**config.mk**
```make
export PLATFORM = sky130hd
export DESIGN_NAME = cell_sort_ctrl
export DESIGN_NICKNAME = d
export VERILOG_FILES = /design/src/rtl/cell_sort_ctrl.sv
export SDC_FILE = /design/constraint.sdc
export NUM_CORES = 1
export LEC_CHECK = 0
export CORE_MARGIN = 5
export CORE_UTILIZATION = 32
export CTS_CLUSTER_SIZE = 16
export DETAILED_ROUTE_END_ITERATION = 12
export PLACE_DENSITY = 0.59
export SLEW_MARGIN = 20
export SYNTH_ARGS = -nofsm -noshare
export SYNTH_HDL_FRONTEND = slang
export SYNTH_SLANG_ARGS = --single-unit
```
**constraint.sdc**
```tcl
create_clock -name clk -period 2.25 [get_ports clk]
set_clock_uncertainty 0.05 [all_clocks]
set_input_delay 0.225 -clock clk [delete_from_list [all_inputs] [get_ports clk]]
set_output_delay 0.225 -clock clk [all_outputs]
set_load 0.1 [all_outputs]
```
**src/rtl/cell_sort_ctrl.sv**
```systemverilog
// cell_sort_ctrl: frame sequencer for one cell_sort instance, with shadow-bank readout.
// Optional idle-timeout frame close: define CELL_SORT_CTRL_TIMEOUT_EN.
`default_nettype none

module cell_sort_ctrl #(
   parameter int SORTB    = 8,
   parameter int METAB    = 32,
   parameter int DEPTH    = 8,
   parameter int SORT_LAT = 2,
   parameter int TIMEOUT  = 255
) (
   input  logic                         clk,
   input  logic                         rst_n,
   input  logic [SORTB-1:0]             s_data_i,
   input  logic [METAB-1:0]             s_meta_i,
   input  logic                         s_valid_i,
   input  logic                         s_last_i,
   output logic                         s_ready_o,
   output logic                         sort_rst_o,
   output logic [SORTB-1:0]             sort_data_o,
   output logic [METAB-1:0]             sort_meta_o,
   output logic                         sort_dav_o,
   input  logic [DEPTH-1:0][SORTB-1:0]  sort_data_i,
   input  logic [DEPTH-1:0][METAB-1:0]  sort_meta_i,
   output logic [SORTB-1:0]             m_data_o,
   output logic [METAB-1:0]             m_meta_o,
   output logic [$clog2(DEPTH)-1:0]     m_rank_o,
   output logic                         m_valid_o,
   output logic                         m_last_o,
   input  logic                         m_ready_i,
   output logic [15:0]                  frame_cnt_o
);

   localparam int RANKB = $clog2(DEPTH);
   localparam int NRESB = $clog2(DEPTH + 1);
   localparam int DLB   = $clog2(SORT_LAT + 2);

   generate
      if (TIMEOUT < 1) begin : g_timeout_chk
         $error("cell_sort_ctrl: TIMEOUT must be at least 1");
      end
   endgenerate

   typedef enum logic [2:0] {
      FILL  = 3'd0,
      DRAIN = 3'd1,
      HOLD  = 3'd2,
      SNAP  = 3'd3,
      CLEAR = 3'd4
   } in_state_t;

   typedef enum logic {
      RD_IDLE   = 1'b0,
      RD_ACTIVE = 1'b1
   } rd_state_t;

   in_state_t          in_state, in_next;
   rd_state_t          rd_state, rd_next;
   logic [15:0]        cnt;
   logic [DLB-1:0]     dcnt;
   logic [NRESB-1:0]   nres;
   logic [RANKB-1:0]   rd_ptr;
   logic [15:0]        frame_cnt;
   logic [SORTB-1:0]   shadow_k [DEPTH];
   logic [METAB-1:0]   shadow_m [DEPTH];

   logic s_hs;
   logic m_hs;
   logic m_final;
   logic bank_free;
   logic drain_done;
   logic timeout;

   assign s_ready_o  = (in_state == FILL);
   assign sort_rst_o = (in_state == CLEAR);
   assign s_hs       = s_valid_i & s_ready_o;
   assign m_valid_o  = (rd_state == RD_ACTIVE);
   assign m_last_o   = m_valid_o && (NRESB'(rd_ptr) == (nres - NRESB'(1)));
   assign m_hs       = m_valid_o & m_ready_i;
   assign m_final    = m_hs & m_last_o;
   // The final readout beat frees the bank in the same cycle it is taken.
   assign bank_free  = (rd_state == RD_IDLE) | m_final;
   assign drain_done = (dcnt == DLB'(SORT_LAT));
   assign m_data_o   = shadow_k[rd_ptr];
   assign m_meta_o   = shadow_m[rd_ptr];
   assign m_rank_o   = rd_ptr;
   assign frame_cnt_o = frame_cnt;

`ifdef CELL_SORT_CTRL_TIMEOUT_EN
   logic [15:0] idle_cnt;

   always_ff @(posedge clk or negedge rst_n) begin
      if (!rst_n) begin
         idle_cnt <= '0;
      end else if ((in_state != FILL) || s_hs) begin
         idle_cnt <= '0;
      end else if ((cnt != 16'd0) && !s_valid_i && (idle_cnt != 16'hFFFF)) begin
         idle_cnt <= idle_cnt + 16'd1;
      end
   end

   // Fires on the TIMEOUT-th consecutive idle cycle of a non-empty frame.
   assign timeout = (in_state == FILL) && (cnt != 16'd0) && !s_valid_i &&
                    (idle_cnt == 16'(TIMEOUT - 1));
`else
   assign timeout = 1'b0;
`endif

   always_ff @(posedge clk or negedge rst_n) begin
      if (!rst_n) begin
         in_state <= CLEAR;
         rd_state <= RD_IDLE;
      end else begin
         in_state <= in_next;
         rd_state <= rd_next;
      end
   end

   always_comb begin
      in_next = in_state;
      case (in_state)
         FILL:    if ((s_hs && s_last_i) || timeout) in_next = DRAIN;
         DRAIN:   if (drain_done) in_next = bank_free ? SNAP : HOLD;
         HOLD:    if (bank_free) in_next = SNAP;
         SNAP:    in_next = CLEAR;
         CLEAR:   in_next = FILL;
         default: in_next = CLEAR;
      endcase
   end

   always_comb begin
      rd_next = rd_state;
      if (in_state == SNAP) begin
         rd_next = RD_ACTIVE;
      end else if (m_final) begin
         rd_next = RD_IDLE;
      end
   end

   always_ff @(posedge clk or negedge rst_n) begin
      if (!rst_n) begin
         sort_dav_o  <= 1'b0;
         sort_data_o <= '0;
         sort_meta_o <= '0;
      end else begin
         sort_dav_o <= s_hs;
         if (s_hs) begin
            sort_data_o <= s_data_i;
            sort_meta_o <= s_meta_i;
         end
      end
   end

   always_ff @(posedge clk or negedge rst_n) begin
      if (!rst_n) begin
         cnt  <= '0;
         dcnt <= '0;
      end else begin
         if (in_state == SNAP) begin
            cnt <= '0;
         end else if (s_hs && (cnt != 16'hFFFF)) begin
            cnt <= cnt + 16'd1;
         end
         if (in_state != DRAIN) begin
            dcnt <= '0;
         end else if (!drain_done) begin
            dcnt <= dcnt + DLB'(1);
         end
      end
   end

   always_ff @(posedge clk or negedge rst_n) begin
      if (!rst_n) begin
         nres      <= '0;
         frame_cnt <= '0;
         for (int i = 0; i < DEPTH; i++) begin
            shadow_k[i] <= '0;
            shadow_m[i] <= '0;
         end
      end else if (in_state == SNAP) begin
         nres      <= (cnt >= 16'(DEPTH)) ? NRESB'(DEPTH) : cnt[NRESB-1:0];
         frame_cnt <= frame_cnt + 16'd1;
         for (int i = 0; i < DEPTH; i++) begin
            shadow_k[i] <= sort_data_i[i];
            shadow_m[i] <= sort_meta_i[i];
         end
      end
   end

   // A snapshot restarts readout at rank 0 even if it lands on a final beat.
   always_ff @(posedge clk or negedge rst_n) begin
      if (!rst_n) begin
         rd_ptr <= '0;
      end else if (in_state == SNAP) begin
         rd_ptr <= '0;
      end else if (m_hs) begin
         rd_ptr <= m_last_o ? '0 : rd_ptr + RANKB'(1);
      end
   end

endmodule

`default_nettype wire

```
## Yosys cells after proc, flatten, opt, wreduce, memory -nomap -nowiden

Cells that the tools add are included.

- $add $sub $neg: 5
- Order comparisons: 2
- Equal/unequal tests: 12
- Mux-type cells: 21
- Bitwise logic cells: 6
- Reductions and logical operators: 8

Operator list:

| cell | count |
|---|---|
| binary-select mux 32 bit (select 3 bit) | 1 |
| 2-to-1 mux 32 bit | 2 |
| adder 16 x 1 -> 16 bit (second input constant) | 2 |
| 2-to-1 mux 16 bit | 2 |
| binary-select mux 8 bit (select 3 bit) | 1 |
| 2-to-1 mux 3 bit | 6 |
| >= comparator 16 x 4 -> 1 bit (second input constant) | 1 |
| 2-to-1 mux 8 bit | 2 |
| != test 16 bit (second input constant) | 1 |
| case mux 3 bit (4 select lines) | 1 |
| equality test 3 x 2 -> 1 bit (second input constant) | 2 |
| nonzero test 2 bit | 3 |
| equality test 3 x 4 -> 1 bit | 1 |
| >= comparator 4 bit (second input constant) | 1 |
| 2-to-1 mux 2 bit | 2 |
| 2-to-1 mux 4 bit | 1 |
| != test 2 x 1 -> 1 bit (second input constant) | 2 |
| != test 2 bit (second input constant) | 2 |
| NOT 3 -> 4 bit | 1 |
| subtractor 4 x 1 -> 4 bit (second input constant) | 1 |
| adder 3 x 1 -> 3 bit (second input constant) | 1 |
| bitwise AND 1 bit | 3 |
| equality test 3 x 1 -> 1 bit (second input constant) | 1 |
| equality test 3 bit (second input constant) | 1 |
| 9 further kinds | 13 |

- Register bits after elaboration: 406
- Output and inout port bits: 104
- Logic and storage cells: 80

## Logic depth before layout (Yosys ltp)

Gate-level depths: netlist of the first run.

- Word-level depth: 8
- Gate-level depth with buffers: 7

## Least setup slack after synthesis of the first run

OpenSTA, ideal clock, no wires.

- Path kind: reg-to-reg
- Start: register rd_ptr[0], in the netlist m_rank_o[0]
- End: register rd_ptr[0], in the netlist m_rank_o[0]
- Setup time: 0.213 ns
- Data arrival time: 3.684 ns
- Data required time: 1.987 ns
- Path slack: -1.697 ns
- Stages on the path, launching flop included: 7
- Buffers on the path: 2
- Period minus slack after synthesis: 3.947 ns
- Path through: dfrtp_1 > buf_2 > buf_2 > xor2_1 > nand3_1 > a21oi_1 > o21ai_0

- Longest elaborated chain between the ends: 5
- Elaborated cells between the ends (all ways): 6
- Classes of those cells: 1 x add/sub; 1 x eq/ne; 3 x mux; 1 x reduce/logical

RTL lines:

| item | RTL line | RTL |
|---|---|---|
| start: declaration | 62 | `logic [RANKB-1:0] rd_ptr;` |
| start signal: assignment | 197 | `rd_ptr <= m_last_o ? '0 : rd_ptr + RANKB'(1);` |
| equality test 3 x 4 -> 1 bit | 78 | `assign m_last_o = m_valid_o && (NRESB'(rd_ptr) == (nres - NRESB'(1)));` |
| logical AND 1 bit | 78 |  |
| via m_last_o | 29 | `output logic m_last_o,` |
| 2-to-1 mux 3 bit | 197 |  |
| 2-to-1 mux 3 bit | 196 | `end else if (m_hs) begin` |
| 2-to-1 mux 3 bit | 194 | `end else if (in_state == SNAP) begin` |

The timed path passes the listed nets, and every way through them passes these cells. The select of a mux whose other input is x is not followed.
A chain may end at the register's enable or synchronous reset.

## Final worst setup path of the first run

- Start: register rd_ptr[0], in the netlist m_rank_o[0]
- End: output m_meta_o[18]

- Longest elaborated chain between the ends: 4

RTL lines:

| item | RTL line | RTL |
|---|---|---|
| NOT 3 -> 4 bit (implied by the code) | 85 | `assign m_meta_o = shadow_m[rd_ptr];` |
| binary-select mux 32 bit (select 3 bit) | 85 |  |
| 2-to-1 mux 32 bit (implied by the code) (2 in series) | 85 |  |
| end: declaration | 26 | `output logic [METAB-1:0] m_meta_o,` |

Every way passes these cells. The select of a mux whose other input is x is not followed.

==> run metrics, run 1 <==
outcome finished, violations left; failing checks setup timing; via count 14.9k; final setup vio count 41; first-pass GRT wire length 88.9 mm; Chip Height 248 um; IO Count approximately 470; top cells by area, synth dfrtp_1 56%, nand2_1 23%, mux4_2 10%; initial antenna violation count 23; PD cells 1850 nW/um^2; global route overflow 0; Hold EP shadow_m[143]; Slew Limit Fails 0; Pre-antenna DRT Iters 5; cell mode on critical path buf_12; worst path cell trace buf_12 > buf_12 > mux4_2 > mux2_4 > buf_12; Worst Setup Path Type reg -> out; crit path DAT 2360 ps; hold path depth 3; setup TNS -14280 ps; final core utilization 47.3%; Sw Share 45.2%; Internal 26.9 mW; total core area 56200 um^2; Place WS roughly 72 ps; clk slew on worst S/H paths ~60 ps; DP Wirelength 41.9 mm; flop2flop setup slack 300 ps; most common cell after layout, fill and taps aside nand2_1; post-route antenna net violation count 0; measured slew at the worst slew-check pin between 500 and 600 ps; Layout Cells excl Fill roughly 3.2k; vias in the first global route 16.0k; Clk pwr share 16.7%; total wire length 57.6 mm; worst r2r path cells 4; Netlist cell types 50; synthesized cell area ~18000 um^2; Peak VDD IR 1.43 mV; Synth Area per Inst about 9.5 um^2; area leader, netlist dfrtp_1; Synth Flop Type dfrtp_1; Design Area, Final 26600 um^2; commonest cells after routing, fill and taps aside 1104 x nand2_1, 402 x dfrtp_1, 363 x clkdlybuf4s50_1; combinational fraction of design power 56.5%; Mapped Cells 1902; Slew HR 64.5%; H-Tree Depth 2; hold_sp sort_meta_i[111]; crit end category primary output; Via density 4.68; fill count 5304; Iter 0 DRT Violations 799; Hold WS ~130 ps; number of synthesized flops with an enable pin 0; R2R Path End cnt[13]; power share of the sequential group 26.8%; CP Launch Type flop; die footprint approximately 60000 um^2; crit-path max FO 7; crit-path max cell delay 500 ps; Yosys warnings 0; Max Cap Viol 0; clk root buf clkbuf_16; Pwr Total 49.1 mW; Synthesized Nets around 2.3k; GP Congestion 0.839; Fin. Hold Viols 0; Seq/Total Area, Yosys 56.1%; WL/cell 18.1 um; CTS tree built; Hold WC Path Type in -> reg; Reg2Reg Launch Point cnt[2]; #FFs+latches synth between 400 and 500; Critical Path RT between 1500 and 2000 ps; All-Layer GR Usage a little under a fifth; worst skew pair latency 560 ps; area share of the largest cell type after synthesis 56.0%; min Tclk post-route 2630 ps; Net Sw Power 22.2 mW; Pleak between 10 and 15 nW; dpl cells 3077; Rows 87; PortBufs 468; final period utilization 117%; layout overhead on the synthesized area 46.8%; largest net degree at the start of global routing 62; Post-DP Area roughly 25000 um^2; Num Clock Sinks slightly above 400; async set-or-reset flop fraction in the synthesized netlist between 90% and 100%; Clock Path Buffers 3; fmax between 0.3 and 0.4 GHz; chip width 248 um; ratio of cells with drive above 1 in the final layout 16.4%; Slowest cell on crit path mux4_2; Final WS setup -383 ps; TritonCTS buffer count 47; initial core utilization 32.2%; unrepaired setup endpoints after global routing yes; DRC 0; nets 2756
state kept, by name, summed over array words and instances (netlist names), 4 cells and up:
register and cells:
nres 4, sort_data_o 8, shadow_m 256, frame_cnt_o 16
cnt 16, shadow_k 64, sort_meta_o 32
how the worst max path moves through the flow:
| stage | startpoint | endpoint |
|---|---|---|
| floorplan | in_state[2] | cnt[7] |
| global placement | m_rank_o[0] | m_meta_o[19] |
| detailed placement | m_rank_o[0] | m_meta_o[28] |
| CTS | m_rank_o[0] | m_data_o[2] |
| global route | m_rank_o[0] | m_meta_o[20] |
| finish | m_rank_o[0] | m_meta_o[18] |
worst max-delay path: cells and delay by family (launching register included):
family,cells,cell delay [ps]
mux,2,820
buf+inv,3,500
flops,1,440
synthesized netlist by cell type, types with 2 or more instances:
cell type and instances:
a2111o_1 2, a211oi_1 2, a21oi_1 12, a22o_1 3, and4_1 3, buf_1 6
buf_2 11, clkbuf_1 94, dfrtp_1 405, ha_1 6, inv_1 10, mux2_2 42
mux2i_1 7, mux4_2 80, nand2_1 1105, nand2b_1 4, nand3_1 12, nand3b_1 2
nand4_1 10, nor2_1 13, nor3_1 6, nor4_1 7, o21a_1 2, o21ai_0 6
o31ai_1 4, o41ai_1 2, or3_1 2, or4_1 5, xnor2_1 8, xor2_1 11
final cells by class:
class | instances | area (um^2) | area share (%)
Clock buffer | 66 | 1380 | 5.19
Clock inverter | 20 | 293 | 1.10
Timing Repair Buffer | 546 | 6060 | 22.8
Multi-Input combinational cell | 1373 | 7660 | 28.8
Inverter | 11 | 43.8 | 0.165
Sequential cell | 406 | 10200 | 38.3
Antenna cell | 9 | 22.5 | 0.0847
Tap cell | 756 | 946 | 3.56
cell families (layout without fill, tap and decap cells):
kind of cell / count (synthesis) / count (layout) / share of synthesized area (%)
and+or+nand+nor: 1178 / 1178 / 25.4
DFF: 406 / 406 / 56.1
muxes: 129 / 129 / 13.0
buffers and inverters: 123 / 643 / 2.63
AOI/OAI and AO/OA: 40 / 40 / 1.52
xor gates and xnor gates: 19 / 19 / 0.919
adders and majority gates: 7 / 7 / 0.470
other: 0 / 9 / 0
per-layer routing:
layer,part of all wire [%],track usage [%],wire length (um)
met1,42,23.8,24200
met2,48,30.1,27600
met3,7.6,5.80,4390
met4,2.1,4.65,1240
met5,0.32,0,184
repair_timing:
action	CTS	global route
gates cloned	3	4
buffers inserted	4	3
pin swaps	1	0
endpoints found under the setup margin	41	41
resized for setup	12	2
hold endpoints to repair	179	0
hold buffers	1	0
power by group through the flow:
| stage | Sequential, mW | Clock (mW) | Combinational [mW] |
|---|---|---|---|
| floorplan | 15.2 | 0 | 16.2 |
| detailed placement | 13.3 | 0 | 27.3 |
| global placement | 13.2 | 0 | 26.9 |
| CTS | 13.2 | 8.41 | 27.8 |
| finish | 13.2 | 8.18 | 27.7 |
| global route | 13.6 | 8.72 | 29.5 |
(Power assumes the default switching activity.)
==> inputs of run 2 (changes only) <==
--- a/config.mk
+++ b/config.mk
@@ -6,10 +6,10 @@
 export NUM_CORES = 1
 export LEC_CHECK = 0
 export CORE_MARGIN = 5
-export CORE_UTILIZATION = 32
+export CORE_UTILIZATION = 49
 export CTS_CLUSTER_SIZE = 16
 export DETAILED_ROUTE_END_ITERATION = 12
-export PLACE_DENSITY = 0.59
+export PLACE_DENSITY = 0.83
 export SLEW_MARGIN = 20
 export SYNTH_ARGS = -nofsm -noshare
 export SYNTH_HDL_FRONTEND = slang
==> run metrics, run 2 (synthesized netlist as in run 1, its figures left out) <==
outcome finished, violations left; failing checks setup timing; final core utilization a little under three quarters; Num Clock Sinks 406; post-route antenna net violation count 0; chip width 202 um; Pwr Total 48.4 mW; initial core utilization around half; Sw Share 46.3%; ratio of cells with drive above 1 in the final layout between 10% and 20%; WL/cell approximately 20 um; crit end category primary output; dpl cells 2779; Net Sw Power 22.4 mW; Clock Path Buffers 3; fill count 2438; final period utilization 116%; largest net degree at the start of global routing 86; flop2flop setup slack 260 ps; crit-path max FO 10; Top reg by flops shadow_m; Hold WC Path Type in -> async; DRC 0; Via density about 5.5; layout overhead on the synthesized area 43.2%; Chip Height 202 um; All-Layer GR Usage 27.4%; H-Tree Depth 2; clk slew on worst S/H paths 60 ps; most common cell after layout, fill and taps aside nand2_1; measured slew at the worst slew-check pin 485 ps; Top Registers shadow_m (256), shadow_k (64), sort_meta_o (32); power share of the sequential group 27.7%; combinational fraction of design power 57.8%; GP Congestion 0.903; Slew Limit Fails 0; IO Count around 470; min Tclk post-route around 2600 ps; Worst Setup Path Type reg -> out; Pre-antenna DRT Iters 5; Reg2Reg Launch Point in_state[0]; initial antenna violation count 11; Pleak approximately 13 nW; worst r2r path cells 5; Iter 0 DRT Violations 1163; Rows 70; vias in the first global route between 15k and 20k; global route overflow 0; total wire length 57.6 mm; PD cells approximately 1900 nW/um^2; Critical Path RT 1980 ps; DP Wirelength 40.6 mm; clk root buf clkbuf_16; Fin. Hold Viols 0; Slew HR 67.7%; final setup vio count 41; fmax 0.384 GHz; via count 15.7k; first-pass GRT wire length 89.4 mm; TritonCTS buffer count 43; Place WS 40.5 ps; PortBufs ~470; CTS tree built; nets 2747; R2R Path End shadow_k[37]; total core area 36500 um^2; Internal 26.0 mW; Seq. cell area just over 10000 um^2; Clk pwr share 14.5%; commonest cells after routing, fill and taps aside 1104 x nand2_1, 402 x dfrtp_1, 363 x clkdlybuf4s50_1; Max Cap Viol 0; Final WS setup -356 ps; Peak VDD IR 1.80 mV; Worst Setup SP m_rank_o[0]; Layout Cells excl Fill 2879; worst skew pair latency 540 ps; multi-input logic area ~7700 um^2; die footprint between 40000 and 50000 um^2; max reg flops around 260; CP Launch Type flop; unrepaired setup endpoints after global routing yes; crit path DAT 2330 ps
## run 2: cell count changes in the layout (fill, tap and decap cells not counted), moves of 2 or more
cell	change
buf_4	-10
bufinv_16	-5
buf_6	+4
clkbuf_16	-3
diode_2	-3
clkinv_2	-2
## run 2: final cells by class
cell class,instances,share of cell area (%)
repair buffers,541,23.3
flip-flops and latches,406,39.2
diodes,6,0.0579
well taps,468,2.26
multi-input cells,1373,29.5
clock inverters,11,0.444
inverters,11,0.169
clock buffers,63,4.95
## run 2: worst max path at each step
stage,slack [ps],depth (start not counted),end
2_1_floorplan,-270,7,cnt[7]
3_3_place_gp,70,4,m_meta_o[6]
3_5_place_dp,40,4,m_meta_o[16]
4_1_cts,-380,5,m_meta_o[4]
5_1_grt,-410,5,m_meta_o[18]
6_report,-360,5,m_data_o[6]
## run 2: per-layer routing
metal  track usage, %  wire (um)
met1             34.1      21300
met2             45.7      28400
met3             7.11       4960
met5                0         73
met4             12.1       2810
## run 2: power by group through the flow
| stage | Sequential (mW) | Clock [mW] | Combinational, mW |
|---|---|---|---|
| CTS | 13.3 | 7.14 | 27.8 |
| global placement | 13.3 | 0 | 26.5 |
| floorplan | 15.2 | 0 | 16.2 |
| detailed placement | 13.5 | 0 | 27.1 |
| global route | 13.7 | 7.45 | 29.4 |
| finish | 13.4 | 7.04 | 28.0 |
## run 2: per-stage QoR
stage | area, um^2 | hold slack [ps] | setup TNS [ps]
final | 25900 | 155 | -13580
after global routing | 25900 | 150 | -15710
after floorplan | 18400 | -121 | -2450
after detailed placement | 24200 | 136 | 0
after global placement | 24200 | 136 | 0
after CTS | 25700 | 132 | -13960
## run 2: repair_timing
action,in CTS,in global routing
gates cloned,1,5
resized for setup,9,5
pin swaps,1,0
buffers inserted,11,2
setup endpoints to repair,41,41
hold buffers,1,0
hold endpoints to repair,222,0
## run 2: worst max-delay path, stage by stage (launching register included)
cell and delay [ps]:
dfrtp_4 440, buf_12 180, clkbuf_16 190, mux4_2 500
mux2_4 300, buf_12 170
